`config.mk`:
```
export PLATFORM = sky130hd
export DESIGN_NAME = des_key_schedule_flat
export DESIGN_NICKNAME = d
export VERILOG_FILES = /design/src/rtl/des_key_schedule_if.sv /design/src/rtl/des_key_schedule.sv /design/src/flat_wrapper.sv
export SDC_FILE = /design/constraint.sdc
export NUM_CORES = 1
export LEC_CHECK = 0
export CORE_MARGIN = 3
export CORE_UTILIZATION = 34
export DETAILED_ROUTE_END_ITERATION = 10
export GPL_ROUTABILITY_DRIVEN = 0
export GPL_TIMING_DRIVEN = 1
export PLACE_DENSITY_LB_ADDON = 0.25
export SLEW_MARGIN = 10
export SYNTH_ARGS = -nofsm -noshare
export SYNTH_HDL_FRONTEND = slang
export SYNTH_SLANG_ARGS = --single-unit
```
`constraint.sdc`:
```
create_clock -name clk -period 2.1 [get_ports clk]
set_clock_uncertainty 0.05 [all_clocks]
set_input_delay 0.42 -clock clk [delete_from_list [all_inputs] [get_ports clk]]
set_output_delay 0.42 -clock clk [all_outputs]
set_load 0.03 [all_outputs]
```
`src/rtl/des_key_schedule_if.sv`:
```
// Handshake and data bundle between a DES key-schedule generator and its
// producer (key load) and consumer (round datapath).
interface des_key_schedule_if;
  logic [63:0] key_in;
  logic        decrypt;
  logic        start;
  logic        busy;
  logic        subkey_valid;
  logic        subkey_ready;
  logic [47:0] subkey;
  logic [3:0]  round_idx;
  logic        done;
  logic        parity_err;

  modport master (
    output key_in, decrypt, start, subkey_ready,
    input  busy, subkey_valid, subkey, round_idx, done, parity_err
  );

  modport slave (
    input  key_in, decrypt, start, subkey_ready,
    output busy, subkey_valid, subkey, round_idx, done, parity_err
  );
endinterface

```
`src/rtl/des_key_schedule.sv`:
```
// Sequential DES key schedule: PC-1 once at start, then one PC-2 subkey per
// valid/ready handshake, in encrypt (K1..K16) or decrypt (K16..K1) order.
module des_key_schedule #(
  parameter logic [15:0] SHIFT_MASK   = 16'h8103,
  parameter bit          PARITY_CHECK = 1'b0
) (
  input logic           clk,
  input logic           rst,
  des_key_schedule_if.slave kif
);

  typedef enum logic [0:0] {
    IDLE = 1'b0,
    RUN  = 1'b1
  } state_e;

  // Tables hold FIPS 46-3 bit numbers (1 = leftmost / MSB).
  localparam logic [6:0] PC1_TAB [56] = '{
    7'd57, 7'd49, 7'd41, 7'd33, 7'd25, 7'd17, 7'd9,  7'd1,  7'd58, 7'd50,
    7'd42, 7'd34, 7'd26, 7'd18, 7'd10, 7'd2,  7'd59, 7'd51, 7'd43, 7'd35,
    7'd27, 7'd19, 7'd11, 7'd3,  7'd60, 7'd52, 7'd44, 7'd36, 7'd63, 7'd55,
    7'd47, 7'd39, 7'd31, 7'd23, 7'd15, 7'd7,  7'd62, 7'd54, 7'd46, 7'd38,
    7'd30, 7'd22, 7'd14, 7'd6,  7'd61, 7'd53, 7'd45, 7'd37, 7'd29, 7'd21,
    7'd13, 7'd5,  7'd28, 7'd20, 7'd12, 7'd4
  };

  localparam logic [5:0] PC2_TAB [48] = '{
    6'd14, 6'd17, 6'd11, 6'd24, 6'd1,  6'd5,  6'd3,  6'd28, 6'd15, 6'd6,
    6'd21, 6'd10, 6'd23, 6'd19, 6'd12, 6'd4,  6'd26, 6'd8,  6'd16, 6'd7,
    6'd27, 6'd20, 6'd13, 6'd2,  6'd41, 6'd52, 6'd31, 6'd37, 6'd47, 6'd55,
    6'd30, 6'd40, 6'd51, 6'd45, 6'd33, 6'd48, 6'd44, 6'd49, 6'd39, 6'd56,
    6'd34, 6'd53, 6'd46, 6'd42, 6'd50, 6'd36, 6'd29, 6'd32
  };

  function automatic logic [55:0] pc1(input logic [63:0] k);
    logic [55:0] r;
    r = 56'h0;
    for (int i = 0; i < 56; i++) begin
      r[6'(55 - i)] = k[6'(7'd64 - PC1_TAB[i])];
    end
    return r;
  endfunction

  function automatic logic [47:0] pc2(input logic [55:0] cd);
    logic [47:0] r;
    r = 48'h0;
    for (int j = 0; j < 48; j++) begin
      r[6'(47 - j)] = cd[6'(6'd56 - PC2_TAB[j])];
    end
    return r;
  endfunction

  function automatic logic key_parity_ok(input logic [63:0] k);
    logic ok;
    ok = 1'b1;
    for (int b = 0; b < 8; b++) begin
      ok = ok & (^k[b*8 +: 8]);
    end
    return ok;
  endfunction

  function automatic logic [27:0] rotl28(input logic [27:0] x, input logic by_two);
    return by_two ? {x[25:0], x[27:26]} : {x[26:0], x[27]};
  endfunction

  function automatic logic [27:0] rotr28(input logic [27:0] x, input logic by_two);
    return by_two ? {x[1:0], x[27:2]} : {x[0], x[27:1]};
  endfunction

  state_e      state_q, state_d;
  logic [27:0] c_q, c_d, d_q, d_d;
  logic [3:0]  cnt_q, cnt_d;
  logic        mode_q, mode_d;
  logic        done_q, done_d;
  logic        perr_q, perr_d;

  logic [55:0] pc1_s;
  logic        hs_s;
  logic        two_first_s, two_enc_s, two_dec_s;

  // A clear mask bit means that round shifts by two.
  assign pc1_s       = pc1(kif.key_in);
  assign hs_s        = (state_q == RUN) && kif.subkey_ready;
  assign two_first_s = ~SHIFT_MASK[0];
  assign two_enc_s   = ~SHIFT_MASK[cnt_q + 4'd1];
  assign two_dec_s   = ~SHIFT_MASK[cnt_q];

  // Next-state, C/D rotation and completion logic.
  always_comb begin
    state_d = state_q;
    c_d     = c_q;
    d_d     = d_q;
    cnt_d   = cnt_q;
    mode_d  = mode_q;
    done_d  = 1'b0;
    perr_d  = perr_q;
    case (state_q)
      IDLE: begin
        if (kif.start) begin
          if ((PARITY_CHECK == 1'b1) && !key_parity_ok(kif.key_in)) begin
            done_d = 1'b1;
            perr_d = 1'b1;
          end else begin
            mode_d  = kif.decrypt;
            perr_d  = 1'b0;
            state_d = RUN;
            if (kif.decrypt) begin
              c_d   = pc1_s[55:28];
              d_d   = pc1_s[27:0];
              cnt_d = 4'd15;
            end else begin
              c_d   = rotl28(pc1_s[55:28], two_first_s);
              d_d   = rotl28(pc1_s[27:0], two_first_s);
              cnt_d = 4'd0;
            end
          end
        end else begin
          state_d = IDLE;
        end
      end
      RUN: begin
        if (hs_s) begin
          if (mode_q) begin
            c_d   = rotr28(c_q, two_dec_s);
            d_d   = rotr28(d_q, two_dec_s);
            cnt_d = cnt_q - 4'd1;
            if (cnt_q == 4'd0) begin
              state_d = IDLE;
              done_d  = 1'b1;
            end else begin
              state_d = RUN;
            end
          end else begin
            c_d   = rotl28(c_q, two_enc_s);
            d_d   = rotl28(d_q, two_enc_s);
            cnt_d = cnt_q + 4'd1;
            if (cnt_q == 4'd15) begin
              state_d = IDLE;
              done_d  = 1'b1;
            end else begin
              state_d = RUN;
            end
          end
        end else begin
          state_d = RUN;
        end
      end
      default: begin
        state_d = IDLE;
      end
    endcase
  end

  // State and datapath registers with synchronous reset.
  always_ff @(posedge clk) begin
    if (rst) begin
      state_q <= IDLE;
      c_q     <= 28'h0;
      d_q     <= 28'h0;
      cnt_q   <= 4'd0;
      mode_q  <= 1'b0;
      done_q  <= 1'b0;
      perr_q  <= 1'b0;
    end else begin
      state_q <= state_d;
      c_q     <= c_d;
      d_q     <= d_d;
      cnt_q   <= cnt_d;
      mode_q  <= mode_d;
      done_q  <= done_d;
      perr_q  <= perr_d;
    end
  end

  assign kif.busy         = (state_q == RUN);
  assign kif.subkey_valid = (state_q == RUN);
  assign kif.subkey       = pc2({c_q, d_q});
  assign kif.round_idx    = cnt_q;
  assign kif.done         = done_q;
  assign kif.parity_err   = perr_q;

endmodule

```
`src/flat_wrapper.sv`:
```
// flat-port wrapper written by rule: the top's interface ports become plain ports
module des_key_schedule_flat 
#(
  parameter logic [15:0] SHIFT_MASK   = 16'h8103,
  parameter bit          PARITY_CHECK = 1'b0
)
  (clk, rst, kif_key_in, kif_decrypt, kif_start, kif_subkey_ready, kif_busy, kif_subkey_valid, kif_subkey, kif_round_idx, kif_done, kif_parity_err);
  des_key_schedule_if kif_i ();
  input logic clk;
  input logic rst;
  input wire logic [$bits(kif_i.key_in)-1:0] kif_key_in;
  input wire logic [$bits(kif_i.decrypt)-1:0] kif_decrypt;
  input wire logic [$bits(kif_i.start)-1:0] kif_start;
  input wire logic [$bits(kif_i.subkey_ready)-1:0] kif_subkey_ready;
  output wire logic [$bits(kif_i.busy)-1:0] kif_busy;
  output wire logic [$bits(kif_i.subkey_valid)-1:0] kif_subkey_valid;
  output wire logic [$bits(kif_i.subkey)-1:0] kif_subkey;
  output wire logic [$bits(kif_i.round_idx)-1:0] kif_round_idx;
  output wire logic [$bits(kif_i.done)-1:0] kif_done;
  output wire logic [$bits(kif_i.parity_err)-1:0] kif_parity_err;
  assign kif_i.key_in = kif_key_in;
  assign kif_i.decrypt = kif_decrypt;
  assign kif_i.start = kif_start;
  assign kif_i.subkey_ready = kif_subkey_ready;
  assign kif_busy = kif_i.busy;
  assign kif_subkey_valid = kif_i.subkey_valid;
  assign kif_subkey = kif_i.subkey;
  assign kif_round_idx = kif_i.round_idx;
  assign kif_done = kif_i.done;
  assign kif_parity_err = kif_i.parity_err;
  des_key_schedule #(.SHIFT_MASK(SHIFT_MASK), .PARITY_CHECK(PARITY_CHECK)) u_core (.clk(clk), .rst(rst), .kif(kif_i));
endmodule
```
==> results.md <==
* Startpoint type of the worst setup path: flip-flop
* Die Area at 0.0176 sq mm
* Initial antenna violation count at 0
* Async set-reset flop share out of synthesis at 0%
* Non-filler cells, final at 970
* Dpl ws at -0.0511 ns
* Filler Cells Inserted at 1540
* VDD IR max at 0.000480 V
* Setup crit start: u_core.kif.busy$_SDFF_PP0_
* NumNets Final at 828
* TritonCTS Buffers at 9
* HPWL after detailed placement at 10700 um
* Min-delay src: u_core.c_q[9]$_SDFFE_PP0N_
* N_diodes at 0
* I/O Pins at 125
* Routed via count at 5245
* Top FF cell, synth: dfxtp_1
* Post-Place Cells at 951
* CP peak stage delay at 0.74 ns
* Netlist cell types at 49
* WL final at 15700 um
* Fmax at 0.495 GHz
* CP Data Arrival Time at 1.55 ns
* Final worst setup slack at 0.0797 ns
* First-pass GRT wire length at 25900 um
* Fin crit share at 96.2%
* Crit Path Class: flip-flop to output pin
* Number of enable flip-flop cells after synthesis at 0
* Static Leak at 2.75 nW
* Synth warnings at 0
* Worst path required time at 1.63 ns
* Vias in the first global route at 5142
* Die X at 133 um
* Largest net degree at the start of global routing at 57
* Top delay family on crit path: buffers and inverters
* Drt pass-1 iters at 5
* Port bufs at 75
* Setup TNS Final at 0 ns
* Worst r2r src: u_core.kif.round_idx[1]$_SDFFE_PP0N_
* Core Util, Final at 44.4%
* Initial drt markers at 362
* Area of the mapped netlist at 0.00544 sq mm
* Starting Density at 35.3%
* DP Area at 0.00647 sq mm
* Layout cell share with drive strength beyond 1 at 18.2%
* Syn-to-layout area delta at 25.8%
* Buf/Inv on CP at 1
* Leading cell type in the layout, fill and taps excluded: nand2_1
* Post-synthesis sequential area ratio at 23.5%
* # setup viols final at 0
* Final instance area at 0.00685 sq mm
* CP endpoint kind: output pin
* Max clock buf depth at 2
* Outcome: finished clean
* Final Slew Violations at 0
* Final ANT Viol Nets at 0
* #FFs+latches synth at 64
* Worst-path fanout max at 7
* FP Rows at 45
* Most frequent cells in the layout: 93 x nand2_1, 87 x mux2i_1, 72 x clkdlybuf4s50_1, 63 x nor2_1, 62 x buf_4
* CP cell instances: clkdlybuf4s50_1
* Register area at 0.00129 sq mm
* Power Density at 621 mW/mm^2
* Multi-input logic area at 0.00355 sq mm
* Drt wl/cell at 16.2 um
* Worst path slowest cell: clkdlybuf4s50_1
* Final Critical Period at 2.02 ns
* Max-Cap Viols at 0
* Area leader, netlist: dfxtp_1
* # DRC at 0
* Mapped Cells at 690
* Die H at 133 um
* Worst-skew pair later-pin latency at 0.33 ns
* Min-Delay Path Class: flip-flop to flip-flop
* Root buf cell: clkbuf_16
* Total track usage at 17.4%
* Grt ovf at 0
* Area share of the largest cell type after synthesis at 23.5%
* Final hold slack at 0.493 ns
* Cts hold-fix bufs at 0
* CTS clk-pin slew, worst paths at 0.06 ns
* H-tree depth at 3
* Core box area at 0.0154 sq mm
* Syn_area_per_cell at 7.89 sq um
* Clk sinks at 64
* Largest cells by area after synthesis: dfxtp_1 24%, mux2i_1 16%, a211o_1 8.4%, buf_4 7.3%, o211ai_2 6.9%
* RSZ-0062 raised after global routing: false
* Vias per inst at 5.41
* Final hold violations at 0
* CTS tree: yes
* Total Power at 4.25 mW
## metal layers
layer  global-route usage, %  wire length, um  up-vias
li1                        -                -     2575
met1                    23.0             7330     2520
met2                    29.0             7450      133
met3                    2.89              638       17
met4                    5.54              255        0
met5                       0                0        -
## final cells by class
cell class / count / area share [%]
multi-input cells: 524 / 51.9
repair buffers: 148 / 20.7
flip-flops and latches: 64 / 18.8
well taps: 211 / 3.86
clock buffers: 11 / 3.54
clock inverters: 5 / 0.804
inverters: 7 / 0.384
## report_power, final
group          switching [mW]  internal, mW  leakage [nW]
combinational           0.773         0.573          2.07
clock                   0.577         0.950         0.150
sequential             0.0999          1.28         0.523
total                    1.45          2.80          2.75
## cells in the mapped netlist, types with 3 or more instances
cell type and number:
a211oi_1 4, buf_2 21, clkbuf_1 28, mux2i_1 87, dfxtp_1 64, o211ai_2 30
o211ai_1 24, mux2_2 5, buf_6 6, nor2b_1 3, nor3_1 6, a211o_1 52
inv_1 6, o21ai_0 34, buf_1 4, a21oi_1 61, nand2_1 93, ha_1 5
nand2b_1 5, nor2_1 63, buf_4 53
## registers in the layout, indices dropped and copies added, names as in the netlist, named ones only
signal                count
u_core.c_q               28
u_core.d_q               28
u_core.kif.busy           1
u_core.kif.done           1
u_core.kif.round_idx      4
u_core.mode_q             1
## what timing repair did
action,in CTS,in global routing
pin swaps,0,2
endpoints found under the hold margin,0,0
gates cloned,0,2
buffers inserted,0,1
resized for setup,3,8
endpoints found under the setup margin,47,55
## worst paths after layout
path | cells after the start | slack [ns] | to
max | 1 | 0.08 | kif_busy
min | 2 | 0.49 | u_core.c_q[9]$_SDFFE_PP0N_
max reg2reg | 9 | 0.13 | u_core.c_q[19]$_SDFFE_PP0N_
min reg2reg | 2 | 0.49 | u_core.c_q[9]$_SDFFE_PP0N_
## cells by family after synthesis
kind of cell,Yosys count,share of synthesized area [%]
xor+xnor,1,0.161
compound gates,226,31.0
simple gates,181,13.6
other cells,1,0.0689
buf+inv,119,13.2
flops,64,23.5
fa+ha+maj,5,1.15
mux,93,17.3
(Power assumes the default switching activity.)
